`config.mk`:
```
export PLATFORM = sky130hd
export DESIGN_NAME = instr_fetch
export DESIGN_NICKNAME = d
export VERILOG_FILES = /design/src/rtl/instr_fetch.sv
export SDC_FILE = /design/constraint.sdc
export NUM_CORES = 1
export LEC_CHECK = 0
export ABC_CLOCK_PERIOD_IN_PS = 2900
export CELL_PAD_IN_SITES_DETAIL_PLACEMENT = 1
export CELL_PAD_IN_SITES_GLOBAL_PLACEMENT = 2
export CORE_MARGIN = 2
export CORE_UTILIZATION = 27
export CTS_CLUSTER_DIAMETER = 50
export DETAILED_ROUTE_END_ITERATION = 7
export PLACE_DENSITY = 0.89
export SLEW_MARGIN = 20
export SYNTH_ARGS = -nofsm -noshare
export SYNTH_HDL_FRONTEND = slang
export SYNTH_SLANG_ARGS = --single-unit
export TNS_END_PERCENT = 5
```
`constraint.sdc`:
```
create_clock -name clk -period 2.9 [get_ports clk]
set_clock_uncertainty 0.15 [all_clocks]
set_input_delay 0.58 -clock clk [delete_from_list [all_inputs] [get_ports clk]]
set_output_delay 0.58 -clock clk [all_outputs]
set_load 0.02 [all_outputs]
```
`src/rtl/instr_fetch.sv`:
```
// Instruction fetch stage: reads opcode and 0-2 argument bytes from synchronous
// program memory and hands complete instructions to execute via valid/ready.
module instr_fetch #(
    parameter int                    ADDR_WIDTH = 16,
    parameter logic [ADDR_WIDTH-1:0] RESET_PC   = '0
) (
    input  logic                  clk,
    input  logic                  rst,
    output logic [ADDR_WIDTH-1:0] mem_addr,
    input  logic [7:0]            mem_rdata,
    output logic [7:0]            opcode,
    input  logic [1:0]            argc,
    output logic                  instr_valid,
    input  logic                  instr_ready,
    output logic [ADDR_WIDTH-1:0] instr_pc,
    output logic [1:0]            instr_argc,
    output logic [15:0]           instr_args,
    input  logic                  branch_taken,
    input  logic [15:0]           branch_offset
);

    typedef enum logic [2:0] {
        OPREQ,
        OPCAP,
        DEC,
        ARG2,
        VALID
    } state_t;

    state_t                state, state_next;
    logic [ADDR_WIDTH-1:0] pc, pc_next;
    logic [7:0]            opcode_next;
    logic [15:0]           args_next;
    logic [1:0]            argc_next;
    logic [ADDR_WIDTH-1:0] offset_ext;
    logic                  accept;

    // Signed size cast sign-extends for wide pcs and truncates for narrow ones.
    assign offset_ext  = ADDR_WIDTH'($signed(branch_offset));
    assign accept      = (state == VALID) && instr_ready;
    assign instr_valid = (state == VALID);
    assign instr_pc    = pc;

    always_comb begin
        mem_addr = pc;
        case (state)
            OPCAP:   mem_addr = pc + ADDR_WIDTH'(1);
            DEC:     mem_addr = pc + ADDR_WIDTH'(2);
            default: mem_addr = pc;
        endcase
    end

    // NOTE: every output of this block gets a default first, so no path can
    // leave one unassigned and infer a latch.
    always_comb begin
        state_next  = state;
        pc_next     = pc;
        opcode_next = opcode;
        args_next   = instr_args;
        argc_next   = instr_argc;
        case (state)
            OPREQ: state_next = OPCAP;
            OPCAP: begin
                opcode_next = mem_rdata;
                args_next   = '0;
                state_next  = DEC;
            end
            DEC: begin
                case (argc)
                    2'd1: begin
                        argc_next  = 2'd1;
                        args_next  = {8'h00, mem_rdata};
                        state_next = VALID;
                    end
                    2'd2: begin
                        argc_next       = 2'd2;
                        args_next[15:8] = mem_rdata;
                        state_next      = ARG2;
                    end
                    // Undefined count 3 is fetched as a zero-argument opcode.
                    default: begin
                        argc_next  = 2'd0;
                        state_next = VALID;
                    end
                endcase
            end
            ARG2: begin
                args_next[7:0] = mem_rdata;
                state_next     = VALID;
            end
            VALID: begin
                if (accept) begin
                    if (branch_taken) pc_next = pc + offset_ext;
                    else              pc_next = pc + ADDR_WIDTH'(1) + ADDR_WIDTH'(instr_argc);
                    state_next = OPREQ;
                end
            end
            default: state_next = OPREQ;
        endcase
    end

    // NOTE: state registers use non-blocking assignments so every flop samples
    // the pre-edge values computed above, independent of statement order.
    always_ff @(posedge clk or posedge rst) begin
        if (rst) begin
            state      <= OPREQ;
            pc         <= RESET_PC;
            opcode     <= 8'h00;
            instr_args <= '0;
            instr_argc <= '0;
        end else begin
            state      <= state_next;
            pc         <= pc_next;
            opcode     <= opcode_next;
            instr_args <= args_next;
            instr_argc <= argc_next;
        end
    end

endmodule

```
# Word level (Yosys, flattened, before mapping)

Cells that the tools add are included.

Register bits: 45
Input bits: 30
Output and inout bits: 59
Logic and storage cells: 36

Add/subtract/negate cells: 4
Eq/ne operators: 9
Mux-type cells: 10
Reductions and logical operators: 7

Operator list:

| cell                  | count |
|---|---|
| $pmux 16 s2           | 1 |
| $pmux 8 s2            | 2 |
| $pmux 8 s3            | 1 |
| $add 16x1->16 const B | 1 |
| $add 16x16->16        | 1 |
| $add 16x2->16         | 1 |
| $add 16x2->16 const B | 1 |
| $mux 16               | 1 |
| $pmux 3 s5            | 1 |
| $mux 8                | 1 |
| $eq 3x2->1 const B    | 2 |
| $mux 3                | 2 |
| $reduce_and 2->1      | 3 |
| $ne 2x1->1 const B    | 2 |
| $pmux 2 s2            | 1 |
| $eq 3x1->1 const B    | 1 |
| $eq 3x3->1 const B    | 1 |
| $logic_not 3->1       | 1 |
| $ne 3x1->1 const B    | 1 |
| $reduce_bool 3->1     | 1 |
| $eq 2x1->1 const B    | 1 |
| $eq 2x2->1 const B    | 1 |
| $reduce_bool 2->1     | 1 |
| $logic_and 1x1->1     | 1 |

# Depth between registers and ports, before layout

Depth in word-level cells: 4
Depth in mapped cells: 10
Depth with buffers taken out: 9

# Worst setup path after synthesis

No wires, ideal clock.

Path type: register to register
From: register pc[0] (netlist: instr_pc[0])
To: register pc[14] (netlist: instr_pc[14])
Setup time: 129 ps
Arrival time: 2518 ps
Required time: 2621 ps
Slack: 103 ps
Stages on the path, launching flop included: 10
Path buffers: 0
Period minus slack after synthesis: 2797 ps
Path through: dfrtp_1 > ha_1 > fa_1 > a211oi_1 > o21ai_0 > a211oi_1 > o211ai_1 > mux2i_1 > a211oi_1 > o21ai_1

Cells in the longest elaborated chain, start to end: 3
Elaborated cells between the ends (all ways): 4
Classes of those cells: 3 x add/sub; 1 x mux

Ends and longest elaborated chain:

| what                   | RTL line | RTL |
|---|---|---|
| from (decl)            | 31       | `logic [ADDR_WIDTH-1:0] pc, pc_next;` |
| from (signal assigned) | 113      | `pc <= pc_next;` |
| $add 16x1->16          | 94       | `else pc_next = pc + ADDR_WIDTH'(1) + ADDR_WIDTH'(instr_argc);` |
| $add 16x2->16          | 94       |  |
| $mux 16 *              | 93       | `if (branch_taken) pc_next = pc + offset_ext;` |

Every way passes the cells marked *; elsewhere a longest branch is shown, timed or not.
A chain may end at the register's enable or synchronous reset.

# Worst setup path in the final report

From: register state[1]
To: output port mem_addr[12]

Cells in the longest elaborated chain, start to end: 2
Elaborated cells between the ends (all ways): 3
Classes of those cells: 2 x eq/ne; 1 x mux

Ends and longest elaborated chain:

| what                                     | RTL line | RTL |
|---|---|---|
| from (decl)                              | 30       | `state_t state, state_next;` |
| from (signal assigned)                   | 112      | `state <= state_next;` |
| $eq 3x2->1 or $eq 3x1->1 (tied branches) | 46       | `case (state)` |
| $pmux 16 s2 *                            | 46       |  |
| to (decl)                                | 9        | `output logic [ADDR_WIDTH-1:0] mem_addr,` |

Marks and branches as above.

==> qor.txt <==
drt pass-1 iters = 5
worst-path cell chain = nor2b_2 -> buf_4 -> nand2b_4 -> nor2_2 -> nor4b_2 -> and2b_2 -> nand3_2 -> xnor2_2 -> buf_4
end of the worst hold path = instr_args[7]$_DFFE_PP0P_
antenna violations before repair = 0
Critical Path Most Common Cell = buf_4
Sequential Area = 1130 µm²
Final min period = 2.89 ns
Post-synth EDFFs = 0
slack of the worst reg-to-reg path = 0.14 ns
first-pass GRT wire length = 19.9 mm
most common cell after layout, fill and taps aside = buf_4
Max stage delay on crit path = 0.44 ns
I/O pins = 89
WS Path Type = reg -> out
Final Slew Violations = 0
Die X = 119 µm
WP buf/inv = 2
CTS Buf Count = 5
post-synthesis sequential area ratio = 31.5%
Worst path slowest cell = dfrtp_2
gpl congestion = 0.773
post-synth cell types = 66
Routed Wire Length = 12.3 mm
deepest clock path buffer count = 2
Hold Path Depth = 2
Hold Startpoint = instr_args[7]$_DFFE_PP0P_
Residual DRC = 0
total die area = 14,200 µm²
final setup fails = 0
Compound-Gate Fraction of Synth Area = 21.1%
maxcap violations = 0
Peak Freq = 0.346 GHz
Synth async-reset ratio = 100%
final critical-path share of the clock period = 99.6%
total number of vias = 3,613
CP max FO = 4
Slew @ Worst Pin = 0.602 ns
max_slew headroom = 59.9%
DP Wirelength = 9.61 mm
# diodes = 0
multi-input logic area = 2410 µm²
largest net degree at the start of global routing = 46
Worst Setup Start Kind = flop
antenna-violating nets left = 0
GRT overflow = 0
area share of fa/ha/maj cells after synthesis = 8.05%
Syn Nets = 462
root buffer cell = clkbuf_16
Core Region = 13,100 µm²
mapped cell area = 3570 µm²
Post-Syn Area per Cell = 8.70 µm²
Worst-path clk slew = 0.07 ns
Cell Area, Placed = 5070 µm²
Synth Register Bits = 45
H-tree Lvls = 2
row cnt = 42
largest family of logic cells by synthesized area = compound AO/OA/AOI/OAI gates
final-stage net count = 609
Tot Pwr = 5820 µW
reg-to-reg endpoint = instr_pc[15]$_DFFE_PP0P_
worst reg2reg startpoint = instr_pc[3]$_DFFE_PP0P_
synthesized instance count = 411
Worst R2R Path Depth = 10
critical path's top delay family = simple AND/OR/NAND/NOR gates
P_leak = 0.00230 µW
Worst-Skew Late Latency = 0.29 ns
vias in the first global route = 3,984
unrepaired setup endpoints after global routing = true
dominant synthesized flop cell = dfrtp_1
commonest non-fill, non-tap cells in the layout = 77 x buf_4, 71 x clkdlybuf4s50_1, 49 x nand2_1
DRT iter0 DRCs = 171
Hold Fails Final Rpt = 0
hold crit path type = reg -> reg
Sink Count = 45
VDD IR max = 0.463 mV
post-synthesis xor/xnor area fraction = 11.2%
starting density of the core = 27.3%
Worst Hold Margin = 0.340 ns
# hold bufs at CTS = 0
Die Ht = 119 µm
CP endpoint kind = output pin
synth warn = 0
mux contribution to synthesized area = 3.92%
CP required = 2.17 ns
vias per cell = 4.92
CTS tree = yes
crit path DAT = 2.16 ns
number of port buffers = 88
filler instances = 1,534
status = finished, final reports clean
pwr/cell area = 1090 nW/µm²
WL per Instance = 16.7 µm
share of cells above drive strength 1 = 24.3%
Post-Synth Simple-Gate Area = 19.8%
gr usage total = 17.2%
area delta synth->final = 50.0%
final instance area = 5360 µm²
repair_timing:
action	CTS	global route
pin swaps	2	8
cloned	0	0
gates resized for setup	53	31
setup buffers	2	4
hold endpoints to repair	0	0
setup endpoints to repair	20	13
per-stage QoR:
step | std cells | utilization (%) | worst slack (ns) | setup TNS [ns]
after floorplan | 411 | - | 0.103 | 0
after global placement | 721 | 38.7 | -0.485 | -3.29
after detailed placement | 721 | 38.7 | -0.562 | -4.08
after CTS | 731 | 40.3 | -0.146 | -0.553
after global routing | 735 | 41.0 | -0.0805 | -0.255
final | 735 | 41.0 | 0.0123 | 0
power by group:
group          switching [µW]  internal (µW)
combinational            2130           1910
sequential                218            895
clock                     263            408
total                    2610           3210
worst max-delay path by stage:
stage | startpoint | endpoint | slack [ns] | depth (start not counted)
floorplan | instr_pc[0]$_DFFE_PP0P_ | instr_pc[14]$_DFFE_PP0P_ | 0.10 | 9
global placement | branch_offset[0] | instr_pc[12]$_DFFE_PP0P_ | -0.48 | 11
detailed placement | branch_offset[0] | instr_pc[12]$_DFFE_PP0P_ | -0.56 | 11
finish | state[1]$_DFFE_PP0P_ | mem_addr[12] | 0.01 | 9
global route | state[1]$_DFFE_PP0P_ | mem_addr[12] | -0.08 | 9
CTS | state[1]$_DFFE_PP0P_ | mem_addr[10] | -0.15 | 9
state kept, by name, summed over array words and instances (netlist names):
name,cells
instr_args,16
instr_pc,16
opcode,8
state,3
instr_argc,2
cells in the mapped netlist (2+ instances only):
library cell	n	share of area (%)
a211oi_1	5	1.1
a21o_1	3	0.63
a21oi_1	24	3.4
a221o_1	4	1.1
a22o_1	9	2.2
a22oi_1	5	1.1
a31oi_1	2	0.35
and2_1	5	0.88
and2b_1	2	0.42
and3_1	2	0.35
and3b_1	2	0.49
buf_2	5	0.70
buf_4	4	0.84
clkbuf_1	10	1.1
dfrtp_1	45	32
fa_1	2	1.1
ha_1	19	6.7
inv_1	14	1.5
mux2_2	8	2.5
mux2i_1	5	1.4
nand2_1	49	5.1
nand2b_1	4	0.70
nand3_1	11	1.5
nand4_1	4	0.70
nor2_1	32	3.4
nor2b_1	4	0.70
nor3_1	5	0.70
nor3b_2	2	0.70
nor4_1	2	0.35
o211ai_1	6	1.3
o21ai_0	32	4.5
o21ai_1	6	0.84
o21bai_1	3	0.63
o22ai_1	4	0.70
o31ai_1	2	0.42
or3_1	3	0.53
xnor2_1	27	6.6
xor2_1	12	2.9
cell type report:
type | count | share of cell area (%)
Timing Repair Buffer | 160 | 25.8
Clock buffer | 5 | 2.33
Multi-Input combinational cell | 332 | 44.9
Tap cell | 176 | 4.11
Inverter | 14 | 0.980
Clock inverter | 3 | 0.863
Sequential cell | 45 | 21.1
metal layers:
layer / global-route usage [%] / vias to the layer above / wire, µm
met5: 0 / - / 0
met4: 4.32 / 0 / 165
met3: 5.03 / 14 / 750
met2: 30.4 / 81 / 6060
met1: 20.5 / 1752 / 5270
li1: - / 1766 / -
cells by family after synthesis:
kind of cell / after synthesis
xor gates and xnor gates: 42
adders and majority gates: 22
muxes: 13
and+or+nand+nor: 138
DFF: 45
buffers and inverters: 34
AOI/OAI and AO/OA: 117
tightest hold or removal path: cells and delay by family, from the launching register on:
family	cells	cell delay, ns
AOI/OAI and AO/OA	1	0.06
DFF	1	0.34
and+or+nand+nor	1	0.05
Power figures use the tool's default switching activity.
